**src/rtl/data_mem_arbiter_pkg.sv**
```systemverilog
// Shared types for the data-memory arbiter: requester IDs, FSM states and
// the packed load/store request bundle.
package data_mem_arbiter_pkg;

    // Requester IDs are sized for the largest supported requester count, so
    // one ID type serves every legal NUM_REQ (2..4).
    localparam int NUM_REQ_MAX = 4;
    localparam int MEM_ADDR_W  = 32;
    localparam int MEM_DATA_W  = 32;

    // $clog2 with a floor of 1, so a single requester still gets a 1-bit ID.
    function automatic int id_width(input int n);
        return (n > 1) ? $clog2(n) : 1;
    endfunction

    localparam int ID_W = id_width(NUM_REQ_MAX);

    typedef logic [ID_W-1:0] req_id_t;

    typedef enum logic {
        IDLE = 1'b0,
        HOLD = 1'b1
    } state_e;

    // One requester's address-phase payload.
    typedef struct packed {
        logic                    we;
        logic [MEM_ADDR_W-1:0]   addr;
        logic [MEM_DATA_W/8-1:0] be;
        logic [MEM_DATA_W-1:0]   wdata;
    } mem_req_t;

endpackage

```
**src/rtl/data_mem_arbiter_id_fifo.sv**
```systemverilog
// In-order FIFO of requester IDs. Each ID is pushed when its address phase is
// accepted and popped when its response returns. DEPTH must be a power of 2
// (at least 2), so the pointers wrap on their own.
module data_mem_arbiter_id_fifo
    import data_mem_arbiter_pkg::*;
#(
    parameter int DEPTH = 4
) (
    input  logic    clk,
    input  logic    rst_n,
    input  logic    i_push,
    input  req_id_t i_push_id,
    input  logic    i_pop,
    output req_id_t o_head,
    output logic    o_full,
    output logic    o_empty
);

    localparam int PTR_W = (DEPTH > 1) ? $clog2(DEPTH) : 1;
    // One extra bit lets the counter tell full from empty.
    localparam int CNT_W = $clog2(DEPTH) + 1;

    req_id_t          r_mem [DEPTH];
    logic [PTR_W-1:0] r_wr_ptr;
    logic [PTR_W-1:0] r_rd_ptr;
    logic [CNT_W-1:0] r_count;

    // Pointer and occupancy update. A simultaneous push and pop leaves the occupancy unchanged.
    always_ff @(posedge clk) begin
        // NOTE: sequential state uses non-blocking assignments so every register samples pre-edge values.
        if (!rst_n) begin
            r_wr_ptr <= '0;
            r_rd_ptr <= '0;
            r_count  <= '0;
        end else begin
            if (i_push) r_wr_ptr <= r_wr_ptr + PTR_W'(1);
            if (i_pop)  r_rd_ptr <= r_rd_ptr + PTR_W'(1);
            case ({i_push, i_pop})
                2'b10:   r_count <= r_count + CNT_W'(1);
                2'b01:   r_count <= r_count - CNT_W'(1);
                default: r_count <= r_count;
            endcase
        end
    end

    // ID storage write.
    always_ff @(posedge clk) begin
        // NOTE: storage is not reset; the pointers and count alone define which entries are valid.
        if (i_push) r_mem[r_wr_ptr] <= i_push_id;
    end

    assign o_head  = r_mem[r_rd_ptr];
    assign o_full  = (r_count == CNT_W'(DEPTH));
    assign o_empty = (r_count == '0);

endmodule

```
**src/rtl/data_mem_arbiter.sv**
```systemverilog
// Round-robin arbiter that shares one data-memory port between NUM_REQ
// load/store requesters. The address phase locks once it has been presented,
// and responses are routed back in issue order through an ID FIFO.
// Optional feature, DATA_MEM_ARBITER_ERR_EN: adds the err_o/err_cnt_o
// outputs, which flag and count responses that arrive when no ID is outstanding.
module data_mem_arbiter
    import data_mem_arbiter_pkg::*;
#(
    parameter int NUM_REQ         = 2,
    parameter int MAX_OUTSTANDING = 4,
    parameter int ADDR_W          = 32,
    parameter int DATA_W          = 32
) (
    input  logic                          clk,
    input  logic                          rst_n,
    input  logic [NUM_REQ-1:0]            req_i,
    input  logic [NUM_REQ-1:0]            we_i,
    input  logic [NUM_REQ*ADDR_W-1:0]     addr_i,
    input  logic [NUM_REQ*(DATA_W/8)-1:0] be_i,
    input  logic [NUM_REQ*DATA_W-1:0]     wdata_i,
    output logic [NUM_REQ-1:0]            gnt_o,
    output logic [NUM_REQ-1:0]            rvalid_o,
    output logic [DATA_W-1:0]             rdata_o,
    output logic                          data_req_o,
    output logic                          data_we_o,
    output logic [ADDR_W-1:0]             data_addr_o,
    output logic [DATA_W/8-1:0]           data_be_o,
    output logic [DATA_W-1:0]             data_wdata_o,
    input  logic                          data_gnt_i,
    input  logic                          data_rvalid_i,
    input  logic [DATA_W-1:0]             data_rdata_i
`ifdef DATA_MEM_ARBITER_ERR_EN
    ,
    output logic                          err_o,
    output logic [7:0]                    err_cnt_o
`endif
);

    localparam int BE_W = DATA_W / 8;

    state_e  r_state;
    req_id_t r_rr_ptr;
    req_id_t r_sel;

    logic    w_found;
    req_id_t w_pick;
    req_id_t w_cur_sel;
    logic    w_cur_req;
    logic    w_accept;
    logic    w_pop;
    logic    w_fifo_full;
    logic    w_fifo_empty;
    req_id_t w_head;

    // Round-robin search: the first active requester at or after the pointer.
    always_comb begin
        // NOTE: every output of this block gets a default first, so no path leaves a latch behind.
        w_found = 1'b0;
        w_pick  = r_rr_ptr;
        for (int k = 0; k < NUM_REQ; k++) begin
            for (int j = 0; j < NUM_REQ; j++) begin
                if (!w_found && req_i[j] && (j == (int'(r_rr_ptr) + k) % NUM_REQ)) begin
                    w_found = 1'b1;
                    w_pick  = req_id_t'(j);
                end
            end
        end
    end

    // In HOLD the registered selection is kept, even if its request drops.
    always_comb begin
        w_cur_sel = (r_state == HOLD) ? r_sel : w_pick;
        w_cur_req = (r_state == HOLD) || w_found;
    end

    // Issue is gated by reset and by a full ID FIFO. A pop in the same cycle does not lift the full gate.
    assign data_req_o = rst_n && w_cur_req && !w_fifo_full;
    assign w_accept   = data_req_o && data_gnt_i;
    assign w_pop      = rst_n && data_rvalid_i && !w_fifo_empty;
    assign rdata_o    = data_rdata_i;

    // Drive the memory-side payload from the selected requester.
    always_comb begin
        data_we_o    = 1'b0;
        data_addr_o  = '0;
        data_be_o    = '0;
        data_wdata_o = '0;
        for (int j = 0; j < NUM_REQ; j++) begin
            if (w_cur_sel == req_id_t'(j)) begin
                data_we_o    = we_i[j];
                data_addr_o  = addr_i[j*ADDR_W +: ADDR_W];
                data_be_o    = be_i[j*BE_W +: BE_W];
                data_wdata_o = wdata_i[j*DATA_W +: DATA_W];
            end
        end
    end

    // One-hot grant to the accepted requester and response to the FIFO head.
    always_comb begin
        gnt_o    = '0;
        rvalid_o = '0;
        for (int j = 0; j < NUM_REQ; j++) begin
            gnt_o[j]    = w_accept && (w_cur_sel == req_id_t'(j));
            rvalid_o[j] = w_pop && (w_head == req_id_t'(j));
        end
    end

    // Arbitration FSM and round-robin pointer.
    always_ff @(posedge clk) begin
        if (!rst_n) begin
            r_state  <= IDLE;
            r_rr_ptr <= '0;
            r_sel    <= '0;
        end else begin
            if (w_accept) r_rr_ptr <= req_id_t'((int'(w_cur_sel) + 1) % NUM_REQ);
            case (r_state)
                IDLE: begin
                    if (data_req_o && !data_gnt_i) begin
                        r_state <= HOLD;
                        r_sel   <= w_pick;
                    end
                end
                HOLD: begin
                    if (w_accept) r_state <= IDLE;
                end
                default: r_state <= IDLE;
            endcase
        end
    end

    data_mem_arbiter_id_fifo #(
        .DEPTH (MAX_OUTSTANDING)
    ) u_id_fifo (
        .clk       (clk),
        .rst_n     (rst_n),
        .i_push    (w_accept),
        .i_push_id (w_cur_sel),
        .i_pop     (w_pop),
        .o_head    (w_head),
        .o_full    (w_fifo_full),
        .o_empty   (w_fifo_empty)
    );

`ifdef DATA_MEM_ARBITER_ERR_EN
    logic       r_err;
    logic [7:0] r_err_cnt;

    // Sticky flag and saturating count of responses that arrive with no ID outstanding.
    always_ff @(posedge clk) begin
        if (!rst_n) begin
            r_err     <= 1'b0;
            r_err_cnt <= '0;
        end else if (data_rvalid_i && w_fifo_empty) begin
            r_err <= 1'b1;
            if (r_err_cnt != 8'hFF) r_err_cnt <= r_err_cnt + 8'd1;
        end
    end

    assign err_o     = r_err;
    assign err_cnt_o = r_err_cnt;
`endif

endmodule

```
**config.mk**
```make
export PLATFORM = sky130hd
export DESIGN_NAME = data_mem_arbiter
export DESIGN_NICKNAME = d
export VERILOG_FILES = /design/src/rtl/data_mem_arbiter_pkg.sv /design/src/rtl/data_mem_arbiter_id_fifo.sv /design/src/rtl/data_mem_arbiter.sv
export SDC_FILE = /design/constraint.sdc
export NUM_CORES = 1
export LEC_CHECK = 0
export BUFFER_PORTS_ARGS = -buffer_cell sky130_fd_sc_hd__buf_2
export CAP_MARGIN = 40
export CELL_PAD_IN_SITES_DETAIL_PLACEMENT = 1
export CELL_PAD_IN_SITES_GLOBAL_PLACEMENT = 1
export CORE_MARGIN = 5
export CORE_UTILIZATION = 16
export CTS_CLUSTER_SIZE = 28
export DETAILED_ROUTE_END_ITERATION = 10
export PLACE_DENSITY = 0.85
export SYNTH_ARGS = -nofsm -noshare
export SYNTH_HDL_FRONTEND = slang
export SYNTH_SLANG_ARGS = --single-unit
```
**constraint.sdc**
```tcl
create_clock -name clk -period 2.12 [get_ports clk]
set_clock_uncertainty 0.15 [all_clocks]
set_input_delay 0 -clock clk [delete_from_list [all_inputs] [get_ports clk]]
set_output_delay 0 -clock clk [all_outputs]
set_load 0.005 [all_outputs]
```
### Word level (Yosys, flattened, before mapping)

Memories as Yosys holds them, arrays and structs flattened. A register that Yosys moved wholly into a read port is not among the register bits.
Cells that the tools add are included.
Widths: inputs -> output; s select.

* memories kept: 1
* bits in writable memories: 8
* output and inout port bits: 106
* register bits after elaboration: 12
* bits of input ports: 176

* bitwise logic cells: 3
* reduce and logical (&&, ||, !) cells: 31
* multiplexer cells: 25
* equality and inequality tests: 6
* add/subtract/negate cells: 6

Memory list
* u_id_fifo.r_mem: depth 4, bits a word 2, read ports 1, clocked after Yosys merged registers in 1, write ports 1, line data_mem_arbiter_id_fifo.sv:23 `req_id_t r_mem [DEPTH];`

Operators with widths (number)
* $mux 32: 4
* $logic_not 32->1: 2
* $logic_and 1x1->1: 17
* $mux 2: 7
* $mux 1: 10
* $mux 4: 2
* $eq 2x1->1 const B: 3
* $logic_not 1->1: 6
* $pmux 3 s2: 1
* $add 2x1->2 const B: 2
* $logic_not 2->1: 2
* $add 3x1->3 const B: 1
* $eq 3x3->1 const B: 1
* $logic_not 3->1: 1
* $sub 3x1->3 const B: 1
* $add 1x1->1 const B: 2
* $and 1x1->1 const A: 2
* $eq 2x2->1 const A: 1
* $eq 2x2->1 const B: 1
* $pmux 1 s2: 1
* $reduce_and 2->1: 1
* $reduce_bool 2->1: 1
* $logic_or 1x1->1: 1
* $not 1->1: 1

### Depth between registers and ports, before layout

Gate-level depths: netlist of run 1.

* word-level depth: 21
* mapped depth: 9

### By module

A second synthesis of run 1 with hierarchy kept.

* cells, all modules: 193
* area total of the unflattened synthesis: 2057.0 um2

Modules (own cells, without submodules)
* data_mem_arbiter: seq. area each 60.1 um2, times used 1, area an instance 1321.3 um2, cells each 137
* data_mem_arbiter_id_fifo: seq. area each 420.4 um2, times used 1, area an instance 735.7 um2, cells each 56

### Worst setup path after synthesis of run 1

OpenSTA, ideal clock, no wires.

* path kind: register -> register
* from: register u_id_fifo.r_count[0]
* to: register u_id_fifo.r_count[2]
* data required time: 1.900 ns
* library setup time: 0.070 ns
* clock period less this slack: 2.344 ns
* path slack: -0.224 ns
* cell stages (with the launch flop): 10
* arrival: 2.124 ns
* cells stage by stage: dfxtp_1 > nor3b_1 > or4b_1 > buf_2 > ha_1 > inv_1 > fa_1 > xor2_1 > or3_1 > a21oi_1

* cells in the longest elaborated chain, start to end: 6
* elaborated cells on any way between the ends: 13
* those cells by class: 2 x add/sub; 3 x eq/ne; 1 x mux; 7 x reduce/logical

RTL lines
* from (decl): line data_mem_arbiter_id_fifo.sv:26 `logic [CNT_W-1:0] r_count;`
* from (signal assigned): line data_mem_arbiter_id_fifo.sv:39 `2'b10: r_count <= r_count + CNT_W'(1);`
* from (signal assigned): line data_mem_arbiter_id_fifo.sv:40 `2'b01: r_count <= r_count - CNT_W'(1);`
* from (signal assigned): line data_mem_arbiter_id_fifo.sv:41 `default: r_count <= r_count;`
* $eq 3x3->1: line data_mem_arbiter_id_fifo.sv:53 `assign o_full = (r_count == CNT_W'(DEPTH));`
* $logic_not 1->1: line data_mem_arbiter.sv:77 `assign data_req_o = rst_n && w_cur_req && !w_fifo_full;`
* $logic_and 1x1->1: line data_mem_arbiter.sv:77
* $logic_and 1x1->1: line data_mem_arbiter.sv:78 `assign w_accept = data_req_o && data_gnt_i;`
* $eq 2x1->1 or $eq 2x2->1 (tied branches): line data_mem_arbiter_id_fifo.sv:38 `case ({i_push, i_pop})`
* $pmux 3 s2 or $reduce_bool 2->1 (tied branches)

Parallel ways exist; a longest one is shown, timed or not.
A chain may end at the register's enable or synchronous reset.

### Worst setup path in the final report of run 1

* from: register u_id_fifo.r_count[2]
* to: register u_id_fifo.r_count[2]

The elaborated chain is that of the path after synthesis.

==> results of run 1 <==
==> metal layers <==
layer	up-vias	part of all wire	GRT usage
li1	1105	-	-
met1	1152	0.35	0.139
met2	174	0.55	0.267
met3	8	0.089	0.0399
met4	0	0.0062	0.0151
met5	-	0	0
==> repair_timing <==
item | CTS | global route
setup endpoints to repair | 4 | 71
buffers inserted | 0 | 4
hold endpoints to repair | 36 | 0
resized for setup | 4 | 8
pin swaps | 3 | 5
hold buffers | 35 | 0
gates cloned | 1 | 7
==> worst max-delay path: cells and delay by family, from the launching register on <==
family                     cells  cell delay, ns
buffers and inverters          1            0.05
DFF                            1            0.31
adders and majority gates      2            0.37
AOI/OAI and AO/OA              1            0.14
xor gates and xnor gates       1            0.08
and+or+nand+nor                3            1.03
==> synth_stat cells <==
library cell               number  area, um^2
sky130_fd_sc_hd__inv_2          1        3.75
sky130_fd_sc_hd__nor3_1         2        10.0
sky130_fd_sc_hd__nor3b_1        1        7.51
sky130_fd_sc_hd__buf_4         34         255
sky130_fd_sc_hd__o21ai_0        6        30.0
sky130_fd_sc_hd__nor2b_1        2        12.5
sky130_fd_sc_hd__o311a_1        1        10.0
sky130_fd_sc_hd__nand2b_1       1        6.26
sky130_fd_sc_hd__mux4_2         1        22.5
sky130_fd_sc_hd__buf_6          5        56.3
sky130_fd_sc_hd__and3_1         4        25.0
sky130_fd_sc_hd__nor2_1         8        30.0
sky130_fd_sc_hd__xor2_1         2        17.5
sky130_fd_sc_hd__nor4_1         1        6.26
sky130_fd_sc_hd__fa_1           1        20.0
sky130_fd_sc_hd__or4b_1         1        10.0
sky130_fd_sc_hd__or3_1          1        6.26
sky130_fd_sc_hd__edfxtp_1       4         120
sky130_fd_sc_hd__maj3_2         1        11.3
sky130_fd_sc_hd__a21oi_1        2        10.0
sky130_fd_sc_hd__nand2_1        3        11.3
sky130_fd_sc_hd__mux2_1         6        67.6
sky130_fd_sc_hd__nand3_1        5        25.0
sky130_fd_sc_hd__dfxtp_1       12         240
sky130_fd_sc_hd__inv_1          7        26.3
sky130_fd_sc_hd__buf_2          1        5.00
sky130_fd_sc_hd__o211ai_1       1        7.51
sky130_fd_sc_hd__and2_1         1        6.26
sky130_fd_sc_hd__ha_1           5        62.6
sky130_fd_sc_hd__xnor2_1        1        8.76
sky130_fd_sc_hd__o21ai_4        1        16.3
sky130_fd_sc_hd__mux2_2        63         709
==> cells by family after synthesis <==
group,synth area share
adder cells (fa/ha/maj),0.0505
multiplexers,0.431
AO/OA/AOI/OAI,0.0398
buffers and inverters,0.187
AND/OR/NAND/NOR,0.0842
XOR/XNOR,0.0142
flip-flops,0.194
==> layout by cell type, fill, tap and decap left out, drive strengths merged, types with 2 or more instances in the layout <==
master	count
dfxtp	12
ha	5
nand3	5
nor2b	2
clkbuf	9
o21ai	7
xor2	2
a21oi	2
edfxtp	4
buf	238
inv	8
dlygate4sd3	35
nor3	2
and3	4
nor2	8
mux2	69
nand2	3
==> power by group through the flow <==
stage | Clock, mW | Combinational, mW | Sequential (mW)
floorplan | 0 | 0.414 | 0.358
global placement | 0 | 0.705 | 0.356
detailed placement | 0 | 0.735 | 0.358
CTS | 0.418 | 0.824 | 0.352
global route | 0.433 | 1.00 | 0.354
finish | 0.416 | 0.934 | 0.352
==> area by class of cell <==
type	instances	area (um^2)	share of cell area
clock buffer	4	88.8	0.0244
inverter	8	30.0	0.00824
multi-input combinational	121	1200	0.329
tap	143	179	0.0491
timing repair buffer	278	1780	0.489
sequential	16	364	0.0999
==> worst max path at each step <==
stage,cells past startpoint,to,slack (ns)
after floorplan,9,u_id_fifo.r_count[2],-0.08
after global placement,8,u_id_fifo.r_count[2],-0.01
after detailed placement,8,u_id_fifo.r_count[2],-0.13
after CTS,8,u_id_fifo.r_count[2],-0.1
after global routing,8,u_id_fifo.r_count[2],-0.15
final,8,u_id_fifo.r_count[2],-0.08
==> through the flow <==
step,std cells,hold WS (ns)
after floorplan,185,-0.0692
after global placement,519,-0.150
after detailed placement,519,-0.150
after CTS,559,0.0358
after global routing,570,0.0497
final,570,0.0392
==> out/qor.yml, run 1 <==
run_status:
  outcome: "complete, but fails checks"
  failed_checks: "setup timing"
worst_hold_path:
  worstHoldEndpoint: "u_id_fifo.r_count[2]"
  holdCritPathClass: "input port to flop"
  min-delay-start: "rst_n"
  min_path_cells: 4
route:
  vias_per_cell: 4.28
  routed_wire_per_std_cell_um: 19.1
  route.detailed.drc: 0
  firstDrtPassIters: 4
  detailed_route_via_count: 2439
  ant_nets: 0
  detail_route.wirelength_um: 10900
  dr.first_iter.drc_count: 77
grt:
  antenna_violations_before_repair: 0
  grt_util_all_layers: 0.133
  globalRouteOverflowTotal: 0
  global_route_wire_length_before_repair_um: 15200
  grt_start_max_net_pins: 31
  grt_pass1_vias: 2705
critical_path:
  timing_worst_setup_path_type: "flop to flop"
  timing.critical_path.arrival_ns: 2.23
  cp_max_fo: 2
  worstPathRequired_ns: 2.15
  worstSetupEndpointType: "flop"
  cpPeakStageDelay_ns: 0.54
  ff2ff_path_depth: 8
  timing.rr.start: "u_id_fifo.r_count[2]"
  cp-start-kind: "flop"
  r2r_slack_ns: -0.08
  crit_path_cell_trace: "nor3b_4 > or4b_4 > ha_4 > inv_2 > fa_2 > xor2_1 > or3_4 > a21oi_2"
  crit_start: "u_id_fifo.r_count[2]"
  slowest_cell_on_the_critical_path: "sky130_fd_sc_hd__or4b_4"
  reg2reg_to: "u_id_fifo.r_count[2]"
clock_network:
  post_cts_clock_slew_at_the_launch_and_capture_registers_of_the_worst_setup_and_hold_paths_ns: 0.05
  number_of_buffers_added_by_the_clock_tree_synthesis_step: 3
  cts_root_buffer: "sky130_fd_sc_hd__clkbuf_16"
  clkSinkCount: 16
  clock_tree_from_tritoncts: "done"
  cts_htree_levels: 1
  clockBufferDepth: 2
  clock_insertion_delay_worst_skew_ns: 0.25
yosys:
  number_of_register_bits_inferred_by_synthesis: 16
  synth_sequential_area_ratio: 0.194
  synth.cell_area_um2: 1860
  synth_cells: 185
  yosys_warnings: 0
  synth_nets: 367
  yosys.cell_types.count: 32
  syn_avg_cell_area_um2: 10.0
timing:
  hold_violations: 0
  worst_pin_slew_ns: 0.280
  grt_setup_unrepaired: "yes"
  setup_tns_ns: -0.0833
  maxClockFrequency_mhz: 454
  slew_viol_final: 0
  layout_setup_ws_ns: -0.0833
  finalWorstPathRequiredPeriod_ns: 2.20
  maxSlewHeadroom: 0.812
  fin_crit_sh: 1.04
  timing.final.setup_violations: 1
layout:
  layout-drive-gt1-share: 0.759
  area_growth_pct: 96.3
  postLayoutCellArea_um2: 3640
  num_antenna_cells: 0
  final_core_util: 0.319
  finalNetCount: 610
  filler_cell_count: 1380
power:
  cell_internal_pwr_mw: 1.18
  cellLeakagePower_nw: 1.82
  fin_total_pwr_mw: 1.70
  p_sw_uw: 523
  p_sw_frac: 0.307
  seq_power_share: 0.207
  pwr-share-comb: 0.549
  pwr_density_cell_nw_per_um2: 467
  max_ir_drop_vdd_mv: 0.236
  share_clk_of_total_power: 0.245
die:
  die_area_um2: 13900
  floorplan.initialDensity: 0.163
  floorplan.core_area_um2: 11400
  chipWidth_um: 118
  chipHeight_um: 118
  fp-row-count: 39
  io_pins: 282
placement:
  post-dp-hpwl_um: 8030
  finalWeightedCongestion: 0.894
  buffer_ports.inserted: 217
  setup_slack_placement_ns: -0.126
  placed_area_um2: 2960
run:
  max-cap-violations: 0
Power figures use the tool's default switching activity.
==> inputs of run 2 (changes only) <==
Settings changed: CORE_UTILIZATION 16 to 18, GPL_TIMING_DRIVEN set to 0, PLACE_DENSITY 0.85 to 0.87, SYNTH_HIERARCHICAL set to 1.
==> out/qor.yml, run 2 <==
layout:
  final_common_cell: "sky130_fd_sc_hd__buf_2"
  most-common-layout-cells: "sky130_fd_sc_hd__buf_2 (249), sky130_fd_sc_hd__mux2_2 (63), sky130_fd_sc_hd__buf_4 (42), sky130_fd_sc_hd__and2_1 (10), sky130_fd_sc_hd__buf_6 (9)"
  postLayoutCellArea_um2: 3840
  layout-drive-gt1-share: 0.833
  final_core_util: 0.339
  stdcell_count: 612
  area_growth_pct: 86.5
  finalNetCount: 651
grt:
  global_route_wire_length_before_repair_um: 14400
  grt_util_all_layers: 0.141
  grt_start_max_net_pins: 15
  grt_pass1_vias: 2656
  antenna_violations_before_repair: 6
  globalRouteOverflowTotal: 0
route:
  routed_wire_per_std_cell_um: 18.2
  vias_per_cell: 4.10
  route.detailed.drc: 0
  ant_nets: 0
  dr.first_iter.drc_count: 72
  detail_route.wirelength_um: 11100
  firstDrtPassIters: 4
  detailed_route_via_count: 2508
timing:
  timing.final.setup_violations: 2
  slew_viol_final: 0
  layout_setup_ws_ns: -0.0956
  fin_crit_sh: 1.05
  grt_setup_unrepaired: "yes"
  hold_violations: 0
  maxClockFrequency_mhz: 451
  finalWorstPathRequiredPeriod_ns: 2.22
run_status:
  outcome: "complete, but fails checks"
  failed_checks: "setup timing"
power:
  seq_power_share: 0.251
  fin_total_pwr_mw: 1.75
  cellLeakagePower_nw: 1.99
  p_sw_uw: 500
  cell_internal_pwr_mw: 1.25
  max_ir_drop_vdd_mv: 0.357
  p_sw_frac: 0.286
  pwr_density_cell_nw_per_um2: 455
  pwr-share-comb: 0.477
  share_clk_of_total_power: 0.271
die:
  floorplan.initialDensity: 0.182
  chipHeight_um: 117
  io_pins: 282
  fp-row-count: 39
  chipWidth_um: 117
  floorplan.core_area_um2: 11300
  die_area_um2: 13700
critical_path:
  worstSetupEndpointType: "flop"
  timing_worst_setup_path_type: "flop to flop"
  timing.rr.start: "u_id_fifo/r_count[1]"
  crit_path_cell_trace: "inv_2 > and3_4 > nor3b_4 > nand2_2 > inv_4 > inv_4 > ha_4 > inv_2 > fa_2 > o21ai_2 > and2_1"
  slowest_cell_on_the_critical_path: "sky130_fd_sc_hd__fa_2"
  crit_family: "simple AND/OR/NAND/NOR gates"
  timing.critical_path.arrival_ns: 2.26
  worstPathBufferInverterCount: 4
  cp_max_fo: 3
  cp-start-kind: "flop"
  crit_start: "u_id_fifo/r_count[1]"
  worstPathRequired_ns: 2.16
  cpPeakStageDelay_ns: 0.43
clock_network:
  clock_tree_from_tritoncts: "done"
  clockBufferDepth: 2
  clkSinkCount: 20
  clock_insertion_delay_worst_skew_ns: 0.26
  post_cts_clock_slew_at_the_launch_and_capture_registers_of_the_worst_setup_and_hold_paths_ns: 0.06
  cts_htree_levels: 1
  cts_root_buffer: "sky130_fd_sc_hd__clkbuf_16"
  number_of_buffers_added_by_the_clock_tree_synthesis_step: 3
yosys:
  edff_count_synth: 8
  number_of_register_bits_inferred_by_synthesis: 20
  share_of_the_synthesized_area_in_the_top_cell_type: 0.345
  yosys.cell_types.count: 32
  synth_sequential_area_ratio: 0.234
  synth_cells: 193
  yosysMostFrequentCell: "sky130_fd_sc_hd__mux2_2"
  synthArstFlopShare: 0
  synth-main-ff-cell: "sky130_fd_sc_hd__dfxtp_1"
  post_synth_most_frequent_cells: "sky130_fd_sc_hd__mux2_2 (63), sky130_fd_sc_hd__buf_4 (32), sky130_fd_sc_hd__dfxtp_1 (12)"
  syn_avg_cell_area_um2: 10.7
  synth_top_cells_by_area: "sky130_fd_sc_hd__mux2_2 (34%), sky130_fd_sc_hd__dfxtp_1 (12%), sky130_fd_sc_hd__buf_4 (12%), sky130_fd_sc_hd__edfxtp_1 (12%), sky130_fd_sc_hd__buf_6 (3.8%)"
  synth.cell_area_um2: 2060
  yosys_warnings: 6
  synth_top_cell_by_area: "sky130_fd_sc_hd__mux2_2"
placement:
  finalWeightedCongestion: 0.738
  post-dp-hpwl_um: 9900
  placed_cells_incl_taps: 589
  setup_slack_placement_ns: -0.186
  placed_area_um2: 3540
  buffer_ports.inserted: 249
run:
  max-cap-violations: 0
worst_hold_path:
  holdCritPathClass: "input port to flop"
  min-delay-start: "req_i[0]"
[run 2: changes by cell type after synthesis, moves of 3 or more]
cell	before	now
sky130_fd_sc_hd__and2_1	1	10
sky130_fd_sc_hd__and3_1	4	1
sky130_fd_sc_hd__edfxtp_1	4	8
sky130_fd_sc_hd__inv_1	7	10
sky130_fd_sc_hd__nand2_1	3	6
sky130_fd_sc_hd__nand3_1	5	0
sky130_fd_sc_hd__nor2_1	8	2
sky130_fd_sc_hd__o21ai_0	6	2
[run 2: logic make-up (layout without fill, tap and decap cells)]
| family | count (synthesis) | count (layout) | synth area share |
|---|---|---|---|
| compound gates | 8 | 8 | 0.0341 |
| xor+xnor | 5 | 5 | 0.0213 |
| fa+ha+maj | 6 | 6 | 0.0401 |
| buf+inv | 49 | 321 | 0.173 |
| flops | 20 | 20 | 0.234 |
| mux | 73 | 73 | 0.409 |
| other cells | 1 | 5 | 0.00182 |
| simple gates | 31 | 31 | 0.0864 |
[run 2: routing by layer]
| layer | up-vias | track usage | wire length, um |
|---|---|---|---|
| met3 | 17 | 0.0535 | 1260 |
| li1 | 1195 | - | - |
| met5 | - | 0 | 66 |
| met2 | 134 | 0.251 | 5790 |
| met1 | 1150 | 0.163 | 3910 |
| met4 | 12 | 0.0252 | 99 |
[run 2: final cells by class]
type,count,area (um^2)
flip-flops and latches,20,492
inverters,10,47.5
diodes,1,2.50
clock buffers,4,100
plain buffers,39,319
well taps,143,179
repair buffers,268,1410
fillers,1386,7480
multi-input cells,127,1280
[run 2: path summary, 6_finish.rpt]
path | end | slack, ns | cells past startpoint
max | u_id_fifo/r_count[1] | -0.1 | 11
min | r_sel[0] | 0.02 | 3
max reg2reg | u_id_fifo/r_count[1] | -0.1 | 11
min reg2reg | u_id_fifo/r_count[2] | 0.37 | 2
[run 2: worst reg2reg max path: stages, from the launching register on]
cell	delay, ns
sky130_fd_sc_hd__dfxtp_2	0.35
sky130_fd_sc_hd__inv_2	0.05
sky130_fd_sc_hd__and3_4	0.19
sky130_fd_sc_hd__nor3b_4	0.24
sky130_fd_sc_hd__nand2_2	0.11
sky130_fd_sc_hd__inv_4	0.08
sky130_fd_sc_hd__inv_4	0.04
sky130_fd_sc_hd__ha_4	0.15
sky130_fd_sc_hd__inv_2	0.05
sky130_fd_sc_hd__fa_2	0.43
sky130_fd_sc_hd__o21ai_2	0.16
sky130_fd_sc_hd__and2_1	0.15
[run 2: power groups by stage]
stage	Sequential [mW]	Combinational, mW	Clock (mW)
floorplan	0.441	0.397	0
global placement	0.443	0.760	0
detailed placement	0.445	0.790	0
CTS	0.439	0.834	0.484
global route	0.441	0.906	0.507
finish	0.439	0.834	0.474
[run 2: per-stage QoR]
step                TNS, ns  hold WS [ns]
floorplan                 0       -0.0692
global placement     -0.588        0.0192
detailed placement   -0.361        0.0188
CTS                  -0.108       -0.0550
global route         -0.379        0.0121
finish               -0.145        0.0156
[run 2: repair_timing]
action / CTS / global route
endpoints found under the setup margin: 28 / 29
resized for setup: 15 / 2
hold endpoints to repair: 10 / 3
buffers inserted: 9 / 2
pin swaps: 7 / 5
hold buffers: 4 / 3
cloned: 0 / 0
==> inputs of run 3 (changes only) <==
Settings changed: CORE_UTILIZATION 18 to 16, PLACE_DENSITY 0.87 to 0.85, SYNTH_HIERARCHICAL 1 to unset.
==> out/qor.yml, run 3 (synthesis gave the netlist of run 1 again) <==
critical_path:
  r2r_slack_ns: -0.15
  timing_worst_setup_path_type: "flop to flop"
  cp_max_fo: 3
  worstSetupEndpointType: "flop"
  worstPathRequired_ns: 2.15
  cp-start-kind: "flop"
  timing.critical_path.arrival_ns: 2.29
power:
  share_clk_of_total_power: 0.185
  pwr-share-comb: 0.639
  p_sw_uw: 601
  cellLeakagePower_nw: 2.34
  cell_internal_pwr_mw: 1.44
  fin_total_pwr_mw: 2.04
  seq_power_share: 0.176
  max_ir_drop_vdd_mv: 0.241
  p_sw_frac: 0.295
  pwr_density_cell_nw_per_um2: 461
timing:
  hold_violations: 0
  finalWorstPathRequiredPeriod_ns: 2.27
  timing.final.setup_violations: 43
  worst_pin_slew_ns: 0.656
  grt_setup_unrepaired: "yes"
  hold-worst-slack_ns: 0.0172
  fin_crit_sh: 1.07
  maxSlewHeadroom: 0.559
  slew_viol_final: 0
  setup_tns_ns: -2.40
  layout_setup_ws_ns: -0.145
  maxClockFrequency_mhz: 441
layout:
  layout-drive-gt1-share: 0.853
  final_common_cell: "sky130_fd_sc_hd__buf_2"
  num_antenna_cells: 0
  finalNetCount: 645
  final_core_util: 0.387
  stdcell_count: 605
  area_growth_pct: 138
  most-common-layout-cells: "sky130_fd_sc_hd__buf_2 (186), sky130_fd_sc_hd__buf_6 (67), sky130_fd_sc_hd__mux2_4 (63), sky130_fd_sc_hd__buf_4 (36), sky130_fd_sc_hd__dlygate4sd3_1 (9)"
  postLayoutCellArea_um2: 4420
  filler_cell_count: 1329
die:
  chipHeight_um: 118
  chipWidth_um: 118
  io_pins: 282
  die_area_um2: 13900
  fp-row-count: 39
  floorplan.initialDensity: 0.163
  floorplan.core_area_um2: 11400
run_status:
  outcome: "complete, but fails checks"
  failed_checks: "setup timing"
route:
  route.detailed.drc: 0
  vias_per_cell: 4.24
  detailed_route_via_count: 2565
  dr.first_iter.drc_count: 49
  firstDrtPassIters: 4
  ant_nets: 0
  routed_wire_per_std_cell_um: 19.7
  detail_route.wirelength_um: 11900
run:
  max-cap-violations: 0
placement:
  post-dp-hpwl_um: 8690
  buffer_ports.inserted: 249
  finalWeightedCongestion: 0.914
  placed_cells_incl_taps: 577
  placed_area_um2: 3320
  setup_slack_placement_ns: -0.214
clock_network:
  clock_insertion_delay_worst_skew_ns: 0.25
  post_cts_clock_slew_at_the_launch_and_capture_registers_of_the_worst_setup_and_hold_paths_ns: 0.05
  cts_root_buffer: "sky130_fd_sc_hd__clkbuf_16"
  clock_tree_from_tritoncts: "done"
  clockBufferDepth: 2
  cts_htree_levels: 1
  clkSinkCount: 16
  number_of_buffers_added_by_the_clock_tree_synthesis_step: 3
grt:
  global_route_wire_length_before_repair_um: 16800
  grt_util_all_layers: 0.150
  globalRouteOverflowTotal: 0
  antenna_violations_before_repair: 0
  grt_pass1_vias: 2914
  grt_start_max_net_pins: 14
worst_hold_path:
  holdCritPathClass: "input port to primary output"
## run 3: cell count changes in the layout (fill, tap and decap cells not counted), sizes merged, moves of 4 or more
cell	previous run	this run
and2	10	1
nor2	2	8
nand3	0	5
o21ai	2	7
conb	4	0
edfxtp	8	4
## run 3: timing repair
item,CTS,global route
hold endpoints to repair,5,1
hold buffers,8,1
resized for setup,97,58
buffers inserted,13,2
endpoints found under the setup margin,68,66
pin swaps,4,4
cloned,4,2
## run 3: path summary, 6_finish.rpt
check / start / to / depth (start not counted)
worst min-delay path: data_rdata_i[25] / rdata_o[25] / 2
worst max-delay path: u_id_fifo.r_count[2] / u_id_fifo.r_count[2] / 8
worst min register to register: r_rr_ptr[0] / r_rr_ptr[0] / 2
worst max register to register: u_id_fifo.r_count[2] / u_id_fifo.r_count[2] / 8
## run 3: area by class of cell
type	instances	area, um^2	area share
plain buffers	37	315	0.0714
clock buffers	4	78.8	0.0178
inverters	8	30.0	0.00680
multi-input cells	121	1430	0.323
flip-flops and latches	16	367	0.0830
well taps	143	179	0.0405
repair buffers	276	2020	0.457
## run 3: metal layers
metal	up-vias	wire length, um	GRT usage
li1	1174	-	-
met1	1179	3900	0.150
met2	181	6580	0.293
met3	31	981	0.0322
met4	0	456	0.0631
met5	-	0	0
## run 3: worst max-delay path: stages (launching register included)
cell                      delay [ns]
sky130_fd_sc_hd__dfxtp_2        0.32
sky130_fd_sc_hd__nor3b_4        0.15
sky130_fd_sc_hd__or4b_4         0.54
sky130_fd_sc_hd__ha_4           0.18
sky130_fd_sc_hd__inv_2          0.05
sky130_fd_sc_hd__fa_2           0.20
sky130_fd_sc_hd__xor2_2         0.07
sky130_fd_sc_hd__or3_1          0.38
sky130_fd_sc_hd__a21oi_1        0.14
## run 3: power groups by stage
stage	clock network (mW)	registers, mW	logic [mW]
3_5_place_dp	0	0.362	0.804
6_report	0.376	0.359	1.30
2_1_floorplan	0	0.358	0.414
3_3_place_gp	0	0.360	0.778
5_1_grt	0.398	0.362	1.38
4_1_cts	0.383	0.358	1.15
